## config.mk

```make
export PLATFORM = sky130hd
export DESIGN_NAME = wb_arbiter
export DESIGN_NICKNAME = d
export VERILOG_FILES = /design/src/rtl/wb_arbiter_pkg.sv /design/src/rtl/wb_load_fifo.sv /design/src/rtl/wb_arbiter.sv
export SDC_FILE = /design/constraint.sdc
export NUM_CORES = 1
export LEC_CHECK = 0
export ABC_AREA = 1
export BUFFER_PORTS_ARGS = -buffer_cell sky130_fd_sc_hd__buf_2
export CAP_MARGIN = 20
export CORE_AREA = 2 2 144 146
export DETAILED_ROUTE_END_ITERATION = 7
export DIE_AREA = 0 0 146 148
export GPL_TIMING_DRIVEN = 0
export REMOVE_ABC_BUFFERS = 1
export SYNTH_ARGS = -nofsm -noshare
export SYNTH_HDL_FRONTEND = slang
export SYNTH_SLANG_ARGS = --single-unit
export TNS_END_PERCENT = 20
```

## constraint.sdc

```tcl
create_clock -name clk -period 3.84 [get_ports clk]
set_clock_uncertainty 0.15 [all_clocks]
set_input_delay 0.576 -clock clk [delete_from_list [all_inputs] [get_ports clk]]
set_output_delay 0.576 -clock clk [all_outputs]
set_load 0.1 [all_outputs]
```

## src/rtl/wb_arbiter_pkg.sv

```systemverilog
// rtl/wb_arbiter_pkg.sv - shared widths, defaults and helpers for the writeback stage
package wb_arbiter_pkg;

  localparam int REG_ADDR_W       = 5;
  localparam int XLEN_DEFAULT     = 32;
  localparam int LQ_DEPTH_DEFAULT = 2;

  localparam logic [REG_ADDR_W-1:0] REG_ZERO = 5'd0;

  // Which source drives the output register on the coming edge.
  typedef enum logic [1:0] {
    SRC_NONE = 2'd0,
    SRC_ALU  = 2'd1,
    SRC_LOAD = 2'd2
  } wb_src_e;

  function automatic logic [31:0] zext_rd(input logic [REG_ADDR_W-1:0] rd);
    return {{(32-REG_ADDR_W){1'b0}}, rd};
  endfunction

endpackage

```

## src/rtl/wb_load_fifo.sv

```systemverilog
// rtl/wb_load_fifo.sv - small power-of-two FIFO holding returned {rd, data} load entries
module wb_load_fifo #(
  parameter  int DEPTH = 2,
  parameter  int WIDTH = 37,
  localparam int AW    = $clog2(DEPTH),
  localparam int CW    = $clog2(DEPTH + 1)
) (
  input  logic             clk,
  input  logic             rst_n,
  input  logic             push,
  input  logic [WIDTH-1:0] wdata,
  input  logic             pop,
  output logic [WIDTH-1:0] rdata,
  output logic [CW-1:0]    count,
  output logic             full,
  output logic             empty
);

  logic [WIDTH-1:0] mem [DEPTH];
  logic [AW-1:0]    wr_ptr;
  logic [AW-1:0]    rd_ptr;
  logic             do_push;
  logic             do_pop;

  assign full  = (count == CW'(DEPTH));
  assign empty = (count == '0);

  // A pop in a full cycle does not free a slot for a push in that same cycle.
  assign do_push = push && !full;
  assign do_pop  = pop && !empty;

  assign rdata = mem[rd_ptr];

  always_ff @(posedge clk) begin
    if (do_push) begin
      mem[wr_ptr] <= wdata;
    end
  end

  always_ff @(posedge clk or negedge rst_n) begin
    if (!rst_n) begin
      wr_ptr <= '0;
      rd_ptr <= '0;
      count  <= '0;
    end else begin
      if (do_push) begin
        wr_ptr <= wr_ptr + AW'(1);
      end
      if (do_pop) begin
        rd_ptr <= rd_ptr + AW'(1);
      end
      case ({do_push, do_pop})
        2'b10:   count <= count + CW'(1);
        2'b01:   count <= count - CW'(1);
        default: count <= count;
      endcase
    end
  end

endmodule

```

## src/rtl/wb_arbiter.sv

```systemverilog
// rtl/wb_arbiter.sv - writeback arbiter merging ALU results and load returns onto the register file port
module wb_arbiter
  import wb_arbiter_pkg::*;
#(
  parameter int LQ_DEPTH = LQ_DEPTH_DEFAULT,
  parameter int XLEN     = XLEN_DEFAULT
) (
  input  logic                  clk,
  input  logic                  rst_n,
  input  logic                  hold,
  input  logic                  alu_valid,
  input  logic [REG_ADDR_W-1:0] alu_rd,
  input  logic [XLEN-1:0]       alu_data,
  output logic                  wb_stall,
  input  logic                  lsu_issue,
  input  logic [REG_ADDR_W-1:0] lsu_issue_rd,
  input  logic                  lsu_valid,
  input  logic [REG_ADDR_W-1:0] lsu_rd,
  input  logic [XLEN-1:0]       lsu_data,
  output logic                  lsu_ready,
  input  logic [REG_ADDR_W-1:0] dec_rs1,
  input  logic [REG_ADDR_W-1:0] dec_rs2,
  input  logic [REG_ADDR_W-1:0] dec_rd,
  output logic                  load_hazard,
  output logic                  wb_wen,
  output logic [31:0]           wb_wraddr,
  output logic [XLEN-1:0]       wb_wrdata
);

  localparam int EW = REG_ADDR_W + XLEN;
  localparam int CW = $clog2(LQ_DEPTH + 1);

  logic [EW-1:0]         lq_rdata;
  logic [CW-1:0]         lq_count;
  logic                  lq_full;
  logic                  lq_empty;
  logic                  lq_pop;
  logic [REG_ADDR_W-1:0] head_rd;
  logic [XLEN-1:0]       head_data;
  wb_src_e               sel;

  logic [31:0] pend;
  logic [31:0] pend_set;
  logic [31:0] pend_clr;
  logic [31:0] pend_next;

  wb_load_fifo #(
    .DEPTH (LQ_DEPTH),
    .WIDTH (EW)
  ) u_lq (
    .clk   (clk),
    .rst_n (rst_n),
    .push  (lsu_valid),
    .wdata ({lsu_rd, lsu_data}),
    .pop   (lq_pop),
    .rdata (lq_rdata),
    .count (lq_count),
    .full  (lq_full),
    .empty (lq_empty)
  );

  assign head_rd   = lq_rdata[EW-1 -: REG_ADDR_W];
  assign head_data = lq_rdata[XLEN-1:0];
  assign lsu_ready = !lq_full;
  assign wb_stall  = alu_valid && (hold || lq_full);

  // A full queue outranks the ALU so the LSU can never be blocked indefinitely.
  always_comb begin
    sel = SRC_NONE;
    if (!hold) begin
      if (lq_full) begin
        sel = SRC_LOAD;
      end else if (alu_valid) begin
        sel = SRC_ALU;
      end else if (!lq_empty) begin
        sel = SRC_LOAD;
      end
    end
  end

  assign lq_pop = (sel == SRC_LOAD);

  always_ff @(posedge clk or negedge rst_n) begin
    if (!rst_n) begin
      wb_wen    <= 1'b0;
      wb_wraddr <= '0;
      wb_wrdata <= '0;
    end else if (!hold) begin
      case (sel)
        SRC_ALU: begin
          wb_wen <= (alu_rd != REG_ZERO);
          if (alu_rd != REG_ZERO) begin
            wb_wraddr <= zext_rd(alu_rd);
            wb_wrdata <= alu_data;
          end
        end
        SRC_LOAD: begin
          wb_wen <= (head_rd != REG_ZERO);
          if (head_rd != REG_ZERO) begin
            wb_wraddr <= zext_rd(head_rd);
            wb_wrdata <= head_data;
          end
        end
        default: wb_wen <= 1'b0;
      endcase
    end
  end

  // Set wins over clear so a re-issue to the register just written stays pending.
  always_comb begin
    pend_set = '0;
    pend_clr = '0;
    if (lsu_issue) begin
      pend_set[lsu_issue_rd] = 1'b1;
    end
    if (lq_pop) begin
      pend_clr[head_rd] = 1'b1;
    end
    pend_next    = (pend & ~pend_clr) | pend_set;
    pend_next[0] = 1'b0;
  end

  always_ff @(posedge clk or negedge rst_n) begin
    if (!rst_n) begin
      pend <= '0;
    end else begin
      pend <= pend_next;
    end
  end

  assign load_hazard = ((dec_rs1 != REG_ZERO) && pend[dec_rs1]) ||
                       ((dec_rs2 != REG_ZERO) && pend[dec_rs2]) ||
                       ((dec_rd  != REG_ZERO) && pend[dec_rd]);

  a_count_bound: assert property (@(posedge clk) disable iff (!rst_n)
    lq_count <= CW'(LQ_DEPTH));

  a_no_x0_write: assert property (@(posedge clk) disable iff (!rst_n)
    wb_wen |-> (wb_wraddr != 32'd0));

endmodule

```

==> results of run 1 <==
-- cell usage in the layout, fill, tap and decap left out, types with 4 or more instances in the layout --
| master | n |
|---|---|
| clkbuf_16 | 17 |
| nand2_1 | 225 |
| o21ai_0 | 82 |
| o211ai_1 | 10 |
| dfrtp_1 | 72 |
| clkinv_4 | 4 |
| o21ai_1 | 34 |
| ha_1 | 4 |
| a21oi_1 | 75 |
| buf_2 | 139 |
| nand3_1 | 66 |
| bufinv_16 | 5 |
| edfxtp_1 | 74 |
| diode_2 | 4 |
| conb_1 | 27 |
| nor2_1 | 21 |
| inv_1 | 55 |
-- per-stage QoR --
| stage | worst slack, ns | cells | instance area [um^2] | hold WS, ns |
|---|---|---|---|---|
| floorplan | -1.28 | 765 | 6820 | 0.130 |
| global placement | -2.78 | 1175 | 7850 | 0.315 |
| detailed placement | 0.220 | 1179 | 7980 | 0.320 |
| CTS | 0.251 | 1212 | 8630 | 0.173 |
| global route | 0.138 | 1213 | 8640 | 0.170 |
| finish | 0.552 | 1216 | 8650 | 0.193 |
-- worst register-to-register path: stages (launching register included) --
cell     delay (ns)
dfrtp_2        0.91
inv_4          0.35
or2_0          0.33
o21ai_2        0.14
nand2_1        0.18
nor2_1         0.20
nand2_1        0.11
nand3_4        0.53
nand2_1        0.17
o21ai_1        0.12
-- power groups by stage --
stage	combinational, W	clock, W	sequential (W)
floorplan	0.00132	0	0.00380
global placement	0.00325	0	0.00263
detailed placement	0.00334	0	0.00262
CTS	0.00334	0.00182	0.00260
global route	0.00361	0.00190	0.00267
finish	0.00331	0.00179	0.00260
-- worst paths after layout --
path	from	end	slack, ns
hold reg to reg	wb_wen	wb_wen	0.33
min in group asynchronous	rst_n	wb_wrdata[31]	0.47
hold / removal	lsu_data[1]	u_lq.mem[1][1]	0.19
max in group asynchronous	rst_n	pend[2]	2.49
setup / recovery	u_lq.rd_ptr	wb_wrdata[13]	0.55
setup reg to reg	u_lq.rd_ptr	wb_wrdata[13]	0.55
-- layer usage --
| metal | share of wire (%) | vias to the layer above | track usage, % |
|---|---|---|---|
| met3 | 8.2 | 23 | 5.71 |
| met5 | 0.19 | - | 0 |
| met1 | 45 | 2690 | 22.4 |
| met4 | 1.4 | 6 | 5.44 |
| met2 | 45 | 206 | 27.1 |
| li1 | - | 2922 | - |
-- cell families after synthesis --
kind of cell	count (synthesis)
simple gates	320
flops	147
compound gates	206
fa+ha+maj	4
mux	1
buf+inv	116
xor+xnor	3
other cells	1
-- registers in the layout, summed over array words and instances (netlist names) --
signal       flops
u_lq.count       2
wb_wrdata       32
u_lq.rd_ptr      1
wb_wen           1
u_lq.wr_ptr      1
wb_wraddr        5
pend            31
u_lq.mem        74
-- what timing repair did --
| action | 4_1_cts | 5_1_grt |
|---|---|---|
| gates resized for setup | 0 | 2 |
| hold buffers | 1 | 0 |
| endpoints found under the hold margin | 27 | 0 |
| endpoints found under the setup margin | 0 | 16 |
-- final cells by class --
type                    count  area share, %
clock buffers              19           5.01
diodes                      4          0.116
well taps                 270           3.91
repair buffers            145           9.35
multi-input cells         561           29.8
clock inverters            13           2.42
inverters                  57           2.52
flip-flops and latches    147           46.8
==> impl_metrics.tcl, run 1 <==
set metrics [dict create \
    outcome "finished clean" \
    tightest_slew_ns 0.840 \
    ios 168 \
    cts_tree "done" \
    peakVddDrop_uv 578 \
    p_int_w 0.00406 \
    clock_sinks 147 \
    max_freq_mhz 304 \
    root_buffer "clkbuf_16" \
    slew_viol_final 0 \
    nets 1033 \
    multiInputGateArea_um2 2580 \
    worstRegToRegCells 9 \
    grt_pass1_vias 5591 \
    clkTransAtPathRegs_ns 0.06 \
    p_seq_share_pct 33.7 \
    synth_top_area_cell "edfxtp_1" \
    post-route-util_pct 43.1 \
    slowest_delay_ns 0.91 \
    fp.dieH_um 148 \
    drcViolationCount 0 \
    cts_made_buffers 17 \
    maxCapViolations 0 \
    yosysSeqAreaShare_pct 57.1 \
    grt_pass1_wl_um 29100 \
    hold_depth 1 \
    place.gp.congestion 0.848 \
    dp_hpwl_um 12600 \
    dieArea_um2 21600 \
    worst-setup-path-type "flip-flop to flip-flop" \
    muxShareOfSynthArea_pct 0.141 \
    route.detailed.wl_per_inst_um 14.8 \
    setup_viol 0 \
    crit_path_frequent_cell "nand2_1" \
    crit_family "simple AND/OR/NAND/NOR gates" \
    io_buffers 140 \
    fillers 1997 \
    synthAdderAreaFrac_pct 0.706 \
    post_cts_buffers 0 \
    yosys_most_used_dff "edfxtp_1" \
    clkPwrFrac_pct 23.2 \
    synth_top_family_by_area "simple AND/OR/NAND/NOR gates" \
    synth.area.top_cells "edfxtp_1 (31%), dfrtp_1 (26%), nand2_1 (12%)" \
    async_reset_ff_share_pct 49.7 \
    hold_viol 0 \
    cp_max_fo 74 \
    core_um2 20000 \
    clockBufferDepth 2 \
    drive_gt1_share_pct 19.1 \
    yosysWarnings 0 \
    ys_ff_latch 147 \
    slew-limit-headroom_pct 44.0 \
    h-tree-depth 4 \
    p_comb_share_pct 43.0 \
    cp_num_buf_inv 1 \
    fin_tns_setup_ns 0 \
    syn_area_um2 7090 \
    yosysTopAreaCellShare_pct 31.4 \
    via_per_inst 4.81 \
    post-route-min-period_ns 3.29 \
    dr.pass1.iters 5 \
    die_x_um 146 \
    row_count 52 \
    finalWirelength_um 18000 \
    synthXorXnorAreaFrac_pct 0.371 \
    required_ns 4.01 \
    hold_class "primary input to flip-flop" \
    path_cells "inv_4 > or2_0 > o21ai_2 > nand2_1 > nor2_1 > nand2_1 > nand3_4 > nand2_1 > o21ai_1" \
    ys_types 29 \
    yosys.area_share.simple_pct 18.3 \
    drtAntennaViolNets 0 \
    rsz0062_at_grt "false" \
    vias 5847 \
    synth_most_common_cell "nand2_1" \
    synthTopCellsByCount "nand2_1 (225), o21ai_0 (82), a21oi_1 (75)" \
    postSynthAreaPerCell_um2 8.88 \
    grt_max_degree 75 \
    seqCellArea_um2 4050 \
    swShare_pct 47.2 \
    power_leakage_nw 3.89 \
    insertion_delay_ns 0.42 \
    fin_crit_sh_pct 85.6 \
    finalPower_w 0.00770 \
    start_util_pct 35.4 \
    antenna_found_initial 7 \
    synthesis.instances 798 \
    crit_cells 9 \
    critPathLaunchType "flip-flop" \
    drt_first_iter_violations 267 \
    power.switching_w 0.00363 \
    overflow 0 \
    crit_path_top_delay_cell "dfrtp_2" \
    globalRouteTotalUtil_pct 17.1 \
    area_growth_pct 22.0 \
    synth-compound-area-share_pct 15.0 \
    cp.arrival_ns 3.46 \
    powerDensity_nw_per_um2 890 \
    synth_edf_count 74 \
    crit_path_end_kind "flip-flop" \
]
(Power assumes the default switching activity.)
==> run 2, diff against run 1 <==
--- a/config.mk
+++ b/config.mk
@@ -5,12 +5,11 @@
 export SDC_FILE = /design/constraint.sdc
 export NUM_CORES = 1
 export LEC_CHECK = 0
-export ABC_AREA = 1
 export BUFFER_PORTS_ARGS = -buffer_cell sky130_fd_sc_hd__buf_2
 export CAP_MARGIN = 20
-export CORE_AREA = 2 2 144 146
+export CORE_AREA = 2 2 146 148
 export DETAILED_ROUTE_END_ITERATION = 7
-export DIE_AREA = 0 0 146 148
+export DIE_AREA = 0 0 148 150
 export GPL_TIMING_DRIVEN = 0
 export REMOVE_ABC_BUFFERS = 1
 export SYNTH_ARGS = -nofsm -noshare
==> run 2 against run 1 <==
Cell count fell by 17%. Area after synthesis rose by 2.9%. Non-clock buffer count rose by 2. Clock-buffer cell count rose by 1. Die area rose by 2.7%. Total power rose by 1.6%. Core utilization fell by 1.1 points. Cell area rose by 0.58%.
==> impl_metrics.tcl, run 2 <==
set metrics [dict create \
    grt_pass1_vias 4924 \
    cp_max_fo 50 \
    dr_wl_met3_um 1440 \
    outcome "finished clean" \
    peakVddDrop_uv 534 \
    synth_most_common_cell "o21ai_0" \
    power.switching_w 0.00370 \
    yosysSeqAreaShare_pct 55.5 \
    dp_slack_ns 0.240 \
    fp.dieH_um 150 \
    synthTopCellsByCount "o21ai_0 (100), edfxtp_1 (74), dfrtp_1 (73)" \
    critPathLaunchType "flip-flop" \
    synth.area.top_cells "edfxtp_1 (30%), dfrtp_1 (25%), o21ai_0 (6.9%)" \
    clockBufferDepth 2 \
    regMostFlops "u_lq.mem" \
    dp_hpwl_um 11800 \
    cts_tree "done" \
    tightest_slew_ns 0.922 \
    final_cell_area_um2 8700 \
    overflow 0 \
    cp_num_buf_inv 2 \
    fin_tns_setup_ns 0 \
    ios 168 \
    hold_class "primary input to flip-flop" \
    largest_register_ffs 74 \
    die_x_um 148 \
    syn_area_um2 7290 \
    drt_first_iter_violations 260 \
    met2WireLength_um 7950 \
    row_count 53 \
    finalWirelength_um 16600 \
    synth_edf_count 74 \
    h-tree-depth 4 \
    route.detailed.wl_per_inst_um 16.4 \
    dr.pass1.iters 5 \
    swShare_pct 47.3 \
    p_int_w 0.00412 \
    clkTransAtPathRegs_ns 0.06 \
    whs_ns 0.196 \
    ys_types 53 \
    power_leakage_nw 3.55 \
    dieArea_um2 22200 \
    p_seq_share_pct 34.0 \
    place_area_um2 8140 \
    routed.top_layer "met5" \
    globalRouteTotalUtil_pct 15.6 \
    vias 4958 \
    maxCapViolations 0 \
    nets 827 \
    root_buffer "clkbuf_16" \
    path_cells "nand2b_1 > nor2b_1 > and2_1 > inv_1 > ha_2 > nor2_1 > a311o_1 > a31o_4 > buf_16 > nand2_2 > o21ai_2" \
    drive_gt1_share_pct 38.2 \
    layout_common_cells "buf_2 (139), o21ai_0 (100), edfxtp_1 (74), dfrtp_1 (72), nand2_1 (55)" \
    p_comb_share_pct 46.6 \
    drtAntennaViolNets 0 \
    async_reset_ff_share_pct 49.7 \
    required_ns 3.98 \
    cp.arrival_ns 3.74 \
    post-route-min-period_ns 3.60 \
    hold_viol 0 \
    crit_path_top_delay_cell "ha_2" \
    place.gp.congestion 0.793 \
    r2r_setup_slack_ns 0.24 \
    synth_top_area_cell "edfxtp_1" \
    synthesis.instances 588 \
    fillers 1995 \
    yosysTopAreaCellShare_pct 30.5 \
    slowest_delay_ns 0.79 \
    reg.largest.list "u_lq.mem: 74 flops, wb_wrdata: 32 flops, pend: 31 flops" \
    wl_met1_um 7040 \
    grt_max_degree 51 \
    yosys_most_used_dff "edfxtp_1" \
    finalPower_w 0.00782 \
    insertion_delay_ns 0.42 \
    setup_viol 0 \
    slew_viol_final 0 \
    post_cts_buffers 0 \
    area_growth_pct 19.3 \
    crit_path_end_kind "flip-flop" \
    final_common_cell "buf_2" \
    grt_pass1_wl_um 26500 \
    core_um2 20700 \
    fin_crit_sh_pct 93.9 \
    ys_ff_latch 147 \
    start_util_pct 35.2 \
    antenna_found_initial 4 \
    via_per_inst 4.90 \
    powerDensity_nw_per_um2 900 \
    clkPwrFrac_pct 19.4 \
    slew-limit-headroom_pct 38.5 \
    worst-setup-path-type "flip-flop to flip-flop" \
    yosysWarnings 0 \
    clock_sinks 147 \
    max_freq_mhz 277 \
    io_buffers 140 \
    drcViolationCount 0 \
    rsz0062_at_grt "false" \
    postSynthAreaPerCell_um2 12.4 \
    setup_ws_ns 0.236 \
    crit_family "simple AND/OR/NAND/NOR gates" \
    cts_made_buffers 17 \
]
-- run 2: cell types whose count changed in the layout (fill, tap and decap cells not counted), moves of 35 or more --
cell,change
inv_1,-50
mux2i_1,+43
o21ai_2,+35
nand2_1,-170
nand2_2,+36
nand3_1,-59
a21oi_1,-74
-- run 2: power by group through the flow --
stage | clock network, W | registers [W] | logic, W
after detailed placement | 0 | 0.00269 | 0.00367
final | 0.00152 | 0.00266 | 0.00364
after global routing | 0.00163 | 0.00273 | 0.00390
after floorplan | 0 | 0.00401 | 0.00153
after global placement | 0 | 0.00276 | 0.00350
after CTS | 0.00155 | 0.00267 | 0.00368
-- run 2: final cells by class --
type                       instances  area (um^2)  area share [%]
tap                              275          344            3.96
clock buffer                      20          447            5.14
sequential                       147         4050            46.6
antenna                            2         5.00          0.0576
multi-input combinational        405         2890            33.3
inverter                           5         18.8           0.216
timing repair buffer             147          848            9.76
clock inverter                    11         90.1            1.04
-- run 2: path summary, 6_finish.rpt --
path	from	to	depth (start not counted)
hold / removal	lsu_data[29]	u_lq.mem[1][29]	1
min in group asynchronous	rst_n	wb_wrdata[30]	2
hold reg to reg	wb_wrdata[25]	wb_wrdata[25]	2
setup reg to reg	u_lq.count[0]	wb_wrdata[7]	11
setup / recovery	u_lq.count[0]	wb_wrdata[7]	11
max in group asynchronous	rst_n	wb_wrdata[17]	3
-- run 2: worst reg2reg max path: cells and delay by family (launching register included) --
family | cells | cell delay (ns)
DFF | 1 | 0.46
buffers and inverters | 2 | 0.35
AOI/OAI and AO/OA | 3 | 0.83
adders and majority gates | 1 | 0.79
and+or+nand+nor | 5 | 0.91
-- run 2: cell families (layout without fill, tap and decap cells) --
logic type               after synthesis  count (layout)  synth area share [%]
XOR/XNOR                               5               5                 0.601
other                                  1              29                0.0514
multiplexers                          72              72                  13.3
adder cells (fa/ha/maj)                4               4                 0.687
flip-flops                           147             147                  55.5
AO/OA/AOI/OAI                        153             153                  13.3
buffers and inverters                 62             183                  6.27
AND/OR/NAND/NOR                      144             144                  10.3
-- run 2: stage by stage --
step,std cells,utilization (%)
global placement,972,38.6
CTS,1010,42.0
finish,1012,42.0
detailed placement,978,39.4
global route,1010,42.0
floorplan,557,-
-- run 2: metal layers --
layer | up-vias | global-route usage (%)
met5 | - | 0
li1 | 2395 | -
met4 | 2 | 4.76
met3 | 19 | 6.22
met2 | 169 | 25.1
met1 | 2373 | 19.3
-- run 2: timing repair --
action,CTS,global route
hold endpoints to repair,32,0
gates resized for setup,0,0
hold buffers,1,0
==> run 3, diff against run 2 <==
--- a/config.mk
+++ b/config.mk
@@ -11,7 +11,7 @@
 export DETAILED_ROUTE_END_ITERATION = 7
 export DIE_AREA = 0 0 148 150
 export GPL_TIMING_DRIVEN = 0
-export REMOVE_ABC_BUFFERS = 1
+export MAX_ROUTING_LAYER = met4
 export SYNTH_ARGS = -nofsm -noshare
 export SYNTH_HDL_FRONTEND = slang
 export SYNTH_SLANG_ARGS = --single-unit
==> run 3 against run 2 <==
Critical path type is now primary input to output port. Non-clock buffer count is 45 higher. Largest power group unchanged. Die area unchanged. Clock power increased by 8%. Sequential share of layout area fell by 1.9 points. Highest routed layer is now met4.
==> impl_metrics.tcl, run 3 (synthesis results as in run 2) <==
set metrics [dict create \
    power_leakage_nw 3.78 \
    tightest_slew_ns 0.539 \
    slew-limit-headroom_pct 64.1 \
    finalWirelength_um 18000 \
    worst-setup-path-type "primary input to output port" \
    drtAntennaViolNets 0 \
    clock_sinks 147 \
    place.gp.congestion 0.801 \
    grt_pass1_vias 5140 \
    globalRouteTotalUtil_pct 17.2 \
    dr.pass1.iters 5 \
    row_count 53 \
    post_cts_buffers 0 \
    insertion_delay_ns 0.42 \
    drt_first_iter_violations 279 \
    slew_viol_final 0 \
    h-tree-depth 4 \
    post-route-min-period_ns 3.14 \
    cp.arrival_ns 2.41 \
    vias 5117 \
    drcViolationCount 0 \
    max_freq_mhz 319 \
    ios 168 \
    io_buffers 131 \
    antenna_found_initial 4 \
    critPathLaunchType "primary input" \
    outcome "finished clean" \
    die_x_um 148 \
    fin_crit_sh_pct 81.7 \
    regMostFlops "u_lq.mem" \
    root_buffer "clkbuf_16" \
    fp.dieH_um 150 \
    final_cells 1059 \
    cp_max_fo 6 \
    grt_pass1_wl_um 28100 \
    dp_hpwl_um 13100 \
    post-route-util_pct 43.8 \
    required_ns 3.11 \
    fillers 1958 \
    powerDensity_nw_per_um2 891 \
    rsz0062_at_grt "false" \
    cts_resized 0 \
    largest_register_ffs 74 \
    overflow 0 \
    setup_viol 0 \
    maxCapViolations 0 \
    route.detailed.wl_per_inst_um 17.0 \
    core_um2 20700 \
    clockBufferDepth 2 \
    cts_made_buffers 17 \
    clkTransAtPathRegs_ns 0.06 \
    grt_max_degree 66 \
    reg.largest.list "u_lq.mem: 74 flops, wb_wrdata: 32 flops, pend: 31 flops" \
    start_util_pct 35.2 \
    area_growth_pct 24.3 \
    cts_tree "done" \
    drive_gt1_share_pct 40.3 \
    finalPower_w 0.00808 \
    hold_class "primary input to flip-flop" \
    hold_viol 0 \
    final_common_cell "buf_2" \
    crit_path_end_kind "output port" \
    nets 872 \
    dieArea_um2 22200 \
    cts_hold_buf 1 \
    peakVddDrop_uv 613 \
    dpl.cell_count 1023 \
    layout_common_cells "buf_2 (139), o21ai_0 (100), edfxtp_1 (74), dfrtp_1 (73), nand2_1 (55)" \
    via_per_inst 4.83 \
]
[run 3: cell count changes in the layout (fill, tap and decap cells not counted), moves of 2 or more]
cell,before,now
buf_4,1,30
clkbuf_1,2,12
buf_12,4,7
buf_6,0,3
buf_1,0,2
bufinv_16,1,3
clkinv_1,3,1
diode_2,2,4
[run 3: through the flow]
step	cell area, um^2	setup TNS (ns)	hold WS [ns]	setup WS [ns]
floorplan	7390	0	0.130	0.148
global placement	8390	-9.04	0.308	-0.248
detailed placement	8470	0	0.280	0.680
CTS	9050	0	0.172	0.673
global route	9060	0	0.174	0.557
finish	9060	0	0.191	0.701
[run 3: power breakdown]
part / internal [W] / leakage (nW) / total [W] / switching (W)
registers: 0.00225 / 1.57 / 0.00263 / 0.000379
logic: 0.00104 / 1.94 / 0.00380 / 0.00276
clock network: 0.00101 / 0.273 / 0.00164 / 0.000633
[run 3: area by class of cell]
class / instances / area [um^2] / area share [%]
Antenna cell: 4 / 10.0 / 0.110
Clock buffer: 20 / 437 / 4.82
Clock inverter: 11 / 140 / 1.55
Inverter: 5 / 18.8 / 0.207
Sequential cell: 147 / 4050 / 44.7
Timing Repair Buffer: 135 / 736 / 8.12
Tap cell: 275 / 344 / 3.80
Multi-Input combinational cell: 405 / 2890 / 31.9
Buffer: 57 / 438 / 4.83
[run 3: final timing paths]
check	startpoint	endpoint	slack (ns)	cells after the start
max	dec_rs2[0]	load_hazard	0.70	6
min	lsu_data[15]	u_lq.mem[1][15]	0.19	1
max reg2reg	u_lq.count[0]	pend[3]	0.91	10
min reg2reg	wb_wraddr[0]	wb_wraddr[0]	0.33	2
max in group asynchronous	rst_n	pend[28]	2.57	3
min in group asynchronous	rst_n	wb_wrdata[18]	0.38	2
[run 3: worst max-delay path: stages]
cell,delay [ns]
clkbuf_1,0.41
mux4_2,0.58
o2111ai_1,0.22
o21ai_0,0.11
nand3_1,0.09
buf_2,0.42
[run 3: per-layer routing]
metal  global-route usage (%)  vias up  wire length [um]
li1                         -     2472                 -
met1                     20.5     2460              7490
met2                     28.1      174              8810
met3                     6.31       11              1590
met4                     3.57        0               108
met5                        -        -                 0
